[src/rtl/pcie_dma_pkg.sv]
// Shared sizing for the DMA read path: tag-ring geometry, beats per request
// and the 128-byte request slot that outbound reads are aligned to.
package pcie_dma_pkg;

   localparam int TAG_BITS        = 5;
   localparam int MAX_OUTSTANDING = 32;
   localparam int BEATS           = 16;
   localparam int REQ_BYTES       = 128;
   localparam int REQ_OFFSET_BITS = $clog2(REQ_BYTES);

   typedef logic [TAG_BITS-1:0] tag_t;

endpackage

[src/rtl/pcie_tag_beat_tracker.sv]
// Per-tag completion beat counters and done bits for the read tag ring.
// A tag is cleared on allocation, counts beats until BEATS, and its done bit drops on retirement.
module pcie_tag_beat_tracker #(
   parameter int TAG_BITS = pcie_dma_pkg::TAG_BITS,
   parameter int BEATS    = pcie_dma_pkg::BEATS
) (
   input  logic                clock,
   input  logic                reset,
   input  logic                clear_valid,
   input  logic [TAG_BITS-1:0] clear_tag,
   input  logic                inc_valid,
   input  logic [TAG_BITS-1:0] inc_tag,
   output logic                inc_done,
   input  logic [TAG_BITS-1:0] query_tag,
   output logic                query_done,
   input  logic                retire_clear
);
   import pcie_dma_pkg::*;

   localparam int NUM_TAGS = 1 << TAG_BITS;
   localparam int CW       = $clog2(BEATS + 1);

   logic [CW-1:0]       beat_count [NUM_TAGS];
   logic [NUM_TAGS-1:0] done;

   // Allocation wins over everything; the last beat sets done in the same update.
   always_ff @(posedge clock) begin
      if (reset) begin
         done <= '0;
         for (int i = 0; i < NUM_TAGS; i++) beat_count[i] <= '0;
      end else begin
         for (int i = 0; i < NUM_TAGS; i++) begin
            if (clear_valid && clear_tag == TAG_BITS'(i)) begin
               beat_count[i] <= '0;
               done[i]       <= 1'b0;
            end else if (retire_clear && query_tag == TAG_BITS'(i)) begin
               done[i] <= 1'b0;
            end else if (inc_valid && inc_tag == TAG_BITS'(i)) begin
               beat_count[i] <= beat_count[i] + 1'b1;
               if (beat_count[i] == CW'(BEATS - 1)) done[i] <= 1'b1;
            end
         end
      end
   end

   assign query_done = done[query_tag];
   assign inc_done   = done[inc_tag];

endmodule

[src/rtl/pcie_read_tag_scheduler.sv]
// Allocates PCIe read tags from a ring, issues read TLPs, and retires tags in order
// once all completion beats land. Optional watchdog enabled by PCIE_TAG_TIMEOUT_EN.
module pcie_read_tag_scheduler #(
   parameter int TAG_BITS        = pcie_dma_pkg::TAG_BITS,
   parameter int MAX_OUTSTANDING = pcie_dma_pkg::MAX_OUTSTANDING,
   parameter int BEATS           = pcie_dma_pkg::BEATS,
   parameter int TIMEOUT_CYCLES  = 4096
) (
   input  logic                clock,
   input  logic                reset,
   input  logic                req_valid,
   output logic                req_ready,
   input  logic [63:0]         req_addr,
   output logic                tx_valid,
   input  logic                tx_ready,
   output logic [63:0]         tx_addr,
   output logic [7:0]          tx_tag,
   input  logic                completion_valid,
   input  logic [7:0]          completion_tag,
   output logic                retire_valid,
   input  logic                retire_ready,
   output logic [7:0]          retire_tag,
   output logic [TAG_BITS:0]   outstanding,
   output logic                tag_error,
   output logic                timeout
);
   import pcie_dma_pkg::*;

   logic [TAG_BITS-1:0] head;
   logic [TAG_BITS-1:0] tail;
   logic [TAG_BITS-1:0] comp_tag_low;
   logic [TAG_BITS-1:0] comp_offset;
   logic                accept;
   logic                retire_fire;
   logic                in_flight;
   logic                inc_valid;
   logic                inc_done;
   logic                tail_done;
   logic                unused_addr_offset;

   assign req_ready   = (!tx_valid || tx_ready) &&
                        (outstanding < (TAG_BITS + 1)'(MAX_OUTSTANDING));
   assign accept      = req_valid && req_ready;
   assign retire_fire = retire_valid && retire_ready;

   // A tag is live when its distance from the oldest tag is below the live count.
   assign comp_tag_low = completion_tag[TAG_BITS-1:0];
   assign comp_offset  = comp_tag_low - tail;
   assign in_flight    = ((completion_tag >> TAG_BITS) == 8'd0) &&
                         ({1'b0, comp_offset} < outstanding);
   assign inc_valid    = completion_valid && in_flight && !inc_done;

   assign unused_addr_offset = ^req_addr[REQ_OFFSET_BITS-1:0];

   pcie_tag_beat_tracker #(
      .TAG_BITS (TAG_BITS),
      .BEATS    (BEATS)
   ) u_tracker (
      .clock        (clock),
      .reset        (reset),
      .clear_valid  (accept),
      .clear_tag    (head),
      .inc_valid    (inc_valid),
      .inc_tag      (comp_tag_low),
      .inc_done     (inc_done),
      .query_tag    (tail),
      .query_done   (tail_done),
      .retire_clear (retire_fire)
   );

   // retire_valid drops for a cycle after each retirement so the new tail is re-evaluated.
   always_ff @(posedge clock) begin
      if (reset) begin
         head         <= '0;
         tail         <= '0;
         outstanding  <= '0;
         tx_valid     <= 1'b0;
         tx_addr      <= '0;
         tx_tag       <= '0;
         retire_valid <= 1'b0;
         retire_tag   <= '0;
         tag_error    <= 1'b0;
      end else begin
         if (accept) begin
            tx_valid <= 1'b1;
            tx_addr  <= {req_addr[63:REQ_OFFSET_BITS], {REQ_OFFSET_BITS{1'b0}}};
            tx_tag   <= 8'(head);
            head     <= head + 1'b1;
         end else if (tx_ready) begin
            tx_valid <= 1'b0;
         end
         if (retire_fire) tail <= tail + 1'b1;
         case ({accept, retire_fire})
            2'b10:   outstanding <= outstanding + 1'b1;
            2'b01:   outstanding <= outstanding - 1'b1;
            default: outstanding <= outstanding;
         endcase
         retire_valid <= retire_fire ? 1'b0 : (tail_done && outstanding != '0);
         retire_tag   <= 8'(tail);
         if (completion_valid && (!in_flight || inc_done)) tag_error <= 1'b1;
      end
   end

`ifdef PCIE_TAG_TIMEOUT_EN
   localparam int WDW = $clog2(TIMEOUT_CYCLES + 1);
   logic [WDW-1:0] watchdog;

   // Counts only while the oldest tag is still waiting on beats.
   always_ff @(posedge clock) begin
      if (reset) begin
         watchdog <= '0;
         timeout  <= 1'b0;
      end else if (retire_fire || outstanding == '0) begin
         watchdog <= '0;
      end else if (!tail_done) begin
         if (watchdog != WDW'(TIMEOUT_CYCLES)) watchdog <= watchdog + 1'b1;
         if (watchdog == WDW'(TIMEOUT_CYCLES - 1)) timeout <= 1'b1;
      end
   end
`else
   logic unused_timeout_cfg;
   assign unused_timeout_cfg = ^TIMEOUT_CYCLES;
   assign timeout = 1'b0;
`endif

endmodule
[config.mk]
export PLATFORM = sky130hd
export DESIGN_NAME = pcie_read_tag_scheduler
export DESIGN_NICKNAME = d
export VERILOG_FILES = /design/src/rtl/pcie_dma_pkg.sv /design/src/rtl/pcie_tag_beat_tracker.sv /design/src/rtl/pcie_read_tag_scheduler.sv
export SDC_FILE = /design/constraint.sdc
export NUM_CORES = 1
export LEC_CHECK = 0
export ABC_AREA = 1
export ABC_CLOCK_PERIOD_IN_PS = 4600
export BUFFER_PORTS_ARGS = -buffer_cell sky130_fd_sc_hd__buf_4
export CORE_ASPECT_RATIO = 1.5
export CORE_MARGIN = 4
export CORE_UTILIZATION = 59
export DETAILED_ROUTE_END_ITERATION = 8
export PLACE_DENSITY = 0.89
export SYNTH_ARGS = -nofsm -noshare
export SYNTH_HDL_FRONTEND = slang
export SYNTH_HIERARCHICAL = 1
export SYNTH_SLANG_ARGS = --single-unit
[constraint.sdc]
create_clock -name clock -period 4.6 [get_ports clock]
set_input_delay 0.92 -clock clock [delete_from_list [all_inputs] [get_ports clock]]
set_output_delay 0.92 -clock clock [all_outputs]
set_load 0.005 [all_outputs]
* Word-level counts from Yosys, hierarchy flattened
Memory sizes are Yosys's and may differ from the RTL's. Index checks and enable logic that the tools add are counted.
Storage, ports and cells: memories kept 1, memory bits (writable) 160, logic and storage cells 785, bits of input ports 78, output and inout bits 91, flip-flop bits (word level) 121
Memories:
- u_tracker.beat_count | words 32, bits a word 5, read ports 32, clocked after memory_dff 0, write ports 32, line pcie_tag_beat_tracker.sv:23 | logic [CW-1:0] beat_count [NUM_TAGS];
Cells by class: add/subtract/negate cells 37, reductions and logical operators 181, bitwise logic cells 64, muxes and demuxes 329, equality and inequality tests 127, order comparisons 4
Operators by type and width (number):
- 5-bit two-way mux | 64
- 5-bit by 4-bit == test with 1-bit output, second input constant | 56
- 1-bit two-way mux | 262
- 5-bit == test, second input constant | 48
- 5-bit by 1-bit adder with 5-bit output, second input constant | 34
- 1-bit logical AND | 104
- 3-bit OR reduction | 32
- 1-bit OR | 64
- 2-bit AND reduction | 32
- 5-bit by 3-bit == test with 1-bit output, second input constant | 12
- 5-bit by 2-bit == test with 1-bit output, second input constant | 6
- 5-bit by 1-bit == test with 1-bit output, second input constant | 3
- 5-bit zero test | 3
- 5-bit by 6-bit less-than comparator with 1-bit output, second input constant | 2
- 6-bit case mux with 2 select lines | 1
- 1-bit binary-select mux with 5-bit select | 2
- 8-bit zero test | 1
- 6-bit by 1-bit adder with 6-bit output, second input constant | 1
- 5-bit by 6-bit less-than comparator with 1-bit output | 1
- 6-bit less-than comparator, second input constant | 1
- 6-bit nonzero test | 1
- 6-bit by 1-bit subtractor with 6-bit output, second input constant | 1
- 5-bit subtractor | 1
- 2-bit nonzero test | 2
- 5 further kinds | 8

* Depth between registers and ports, before layout
depth in word-level cells 12, depth in mapped cells 23, depth with buffers taken out 20

* By module
Netlist, hierarchy kept.
Modules (own cells, without submodules):
- pcie_tag_beat_tracker | area an instance 10934.2 sq um, instances 1, cells each 1272
- pcie_read_tag_scheduler | area an instance 3641.0 sq um, instances 1, cells each 469

* Worst setup path before layout
No wires, ideal clock.
kind input-to-reg, start point input completion_tag[0], end point memory u_tracker/beat_count[1][15] (netlist name), enable pin, setup time 0.374 ns, required time 4.226 ns, data arrival time 3.419 ns, path slack 0.808 ns, stages on the path 18, buffers on the path 1, path through inv_1 -> ha_1 -> inv_1 -> fa_1 -> nand3_1 -> nand2_1 -> xor2_1 -> ha_1 -> nand2_1 -> nor2_1 -> nor2_1 -> nand3_1 -> nor2_1 -> nand2_2 -> clkinv_2 -> buf_6 -> nand3_1 -> o21ai_0
RTL lines:
- start, declared | line pcie_read_tag_scheduler.sv:19 | input logic [7:0] completion_tag,
- end, declared | line pcie_tag_beat_tracker.sv:23

==> reports/results.ini <==
[die]
core_mm2=0.0243
boundaryPins=169
start_util=0.599
die-height_um=201
rows=70
fp.dieW_um=136
dieArea_mm2=0.0273

[drt]
drc=0
wl_per_cell_um=15.5
viasPerCell=5.36
num_vias=11994
first_iter_violations=732
first_pass_iters=5
totalWireLength_mm=34.8
ant_nets=0

[worst_setup_path]
cp-end-kind=flip-flop
crit_required_ns=4.81
worst-r2r-setup-slack_ns=0.95
r2r_cells=16
critPathLaunch=completion_tag[0]
cp.arrival_ns=4.08
path_max_fanout=7
critPathLaunchType=input port
crit_type=input port to flip-flop
r2r_start=tail[2]
r2r_end=u_tracker/beat_count[0][26]

[cts]
clk_pin_slew_ns=0.06
cts_resized=0
clkLatencyLatePin_ns=0.53
cts_made_buffers=26
cts-root-buf=clkbuf_16
cts.sinks=278
cts_hold_buf=0
cts_buffer_depth=3
htree_levels=1
cts_tree=built
post-cts-setup-buffers=0

[hold_path]
min_path_cells=2
whs_endpoint=tx_addr[21]
hold_path_startpoint=tx_addr[21]
min_path_type=flip-flop to flip-flop

[logic_synthesis]
synth_cell_types=45
yosys_register_bits=278
synthAdderAreaFrac=0.0706
synth_edf_count=160
yosysWarnings=6
synth_top_family_by_area=simple AND/OR/NAND/NOR gates
synth_xor_area_frac=0.0234
syn_area_mm2=0.0146
seq_area_frac_synth=0.492
synth_ff_type=edfxtp_1
synth-simple-area-share=0.286
synth_compound_area_frac=0.0493
synthCells=1741
avgSynthCellArea_um2=8.37
synth.mux.area_fraction=0
synth-async-reset-ratio=0

[grt]
grt_pass1_vias=12276
grt_pass1_wl_mm=56.9
grt_start_max_net_pins=74
overflow=0
antenna_found_initial=0
gr-usage-all-layers=0.253

[timing]
period_minus_slack_ns=3.87
worst-slew-pin-transition_ns=1.19
skew_ns=0.0136
setup_tns_ns=0
period_share=0.841
relSlewSlack=0.204
finalMaxSlewViolations=0
fmax_mhz=259
setup_viol=0
rsz0062_at_grt=no
finalHoldViolCount=0

[place]
portBuffers=147
dp_hpwl_mm=25.4
dpl_cell_area_mm2=0.0159
gp_congestion=0.972

[finish]
design_area_mm2=0.0168
layout_commonest_cell=nand2_1
layout_common_cells=nand2_1, nor2_1, inv_1
syn2layout_area_growth_pct=15.2
fill_cells=1818
drive_above_1_share=0.158
antennaDiodeCount=0
final_nets=2054

[pwr]
vdd_drop_max_mv=0.377
p_per_area_mw_per_mm2=324
p_leak_nw=7.42
power.total_w=0.00544

[job]
drv_cap=0

[status]
outcome=finished clean

## per-layer routing
metal,track usage,part of all wire,vias to the layer above
met3,0.0527,0.082,128
met1,0.270,0.35,5491
li1,-,-,5869
met2,0.467,0.52,506
met4,0.118,0.053,0
met5,0,0,-
## sequential cells by signal, indices dropped and copies added, names as in the netlist
signal,count
tx_addr,57
tx_tag,5
u_tracker/beat_count,160
tag_error,1
head,5
outstanding,6
retire_tag,5
u_tracker/done,32
retire_valid,1
tx_valid,1
tail,5
## power by group
group / total (W) / internal, W / switching, W
combinational: 0.000448 / 0.000182 / 0.000266
clock: 0.00221 / 0.00129 / 0.000922
sequential: 0.00278 / 0.00272 / 0.0000625
total: 0.00544 / 0.00419 / 0.00125
## cell type report
| class | instances | area [µm²] | area share |
|---|---|---|---|
| well taps | 324 | 405 | 0.0241 |
| clock buffers | 42 | 825 | 0.0491 |
| repair buffers | 170 | 1280 | 0.0760 |
| flip-flops and latches | 278 | 7170 | 0.427 |
| inverters | 190 | 732 | 0.0436 |
| clock inverters | 6 | 73.8 | 0.00440 |
| multi-input cells | 1229 | 6320 | 0.376 |
## synth_stat cells (6+ instances only)
library cell,n,area (µm²)
a21oi_1,101,505
buf_2,14,70.1
buf_4,23,173
buf_6,10,113
clkbuf_1,8,30.0
dfxtp_1,118,2360
edfxtp_1,160,4800
ha_1,79,988
inv_1,175,657
inv_2,9,33.8
nand2_1,426,1600
nand2_2,31,194
nand3_1,86,430
nor2_1,328,1230
nor2_2,11,68.8
nor3_1,26,130
nor3b_1,6,45.0
nor3b_2,23,288
o21ai_0,28,140
xor2_1,37,324
## cell families (layout without fill, tap and decap cells)
group | Yosys count | in the layout
compound gates | 139 | 139
xor+xnor | 39 | 39
flops | 278 | 278
other cells | 1 | 14
fa+ha+maj | 81 | 81
simple gates | 956 | 956
buf+inv | 247 | 408
## critical path, cell delays in order
cell     delay (ns)
buf_4          0.14
inv_1          0.06
ha_1           0.14
inv_1          0.06
fa_1           0.40
nand3_1        0.08
nand2_1        0.07
xor2_1         0.15
ha_1           0.30
nand2_1        0.09
nor2_1         0.04
nor2_1         0.09
nand3_1        0.10
nor2_1         0.33
nand2_2        0.12
buf_4          0.18
nor3_1         0.36
nand2_2        0.17
nand3_1        0.25
## worst max-delay path by stage
stage / end / slack (ns) / cells after the start
after floorplan: u_tracker/beat_count[1][15] / 0.81 / 18
after global placement: u_tracker/beat_count[0][35] / 0.34 / 19
after detailed placement: u_tracker/beat_count[0][37] / 0.26 / 19
after CTS: u_tracker/beat_count[0][26] / 0.78 / 19
after global routing: u_tracker/beat_count[0][39] / 0.57 / 19
final: u_tracker/beat_count[0][26] / 0.73 / 19
## through the flow
stage	cells	worst slack (ns)	hold WS (ns)	utilization
final	2239	0.732	0.466	0.690
after detailed placement	2191	0.262	0.456	0.653
after global placement	2191	0.336	0.452	0.653
after CTS	2239	0.784	0.466	0.690
after floorplan	1754	0.808	0.443	-
after global routing	2239	0.570	0.490	0.690
Power figures use the tool's default switching activity.
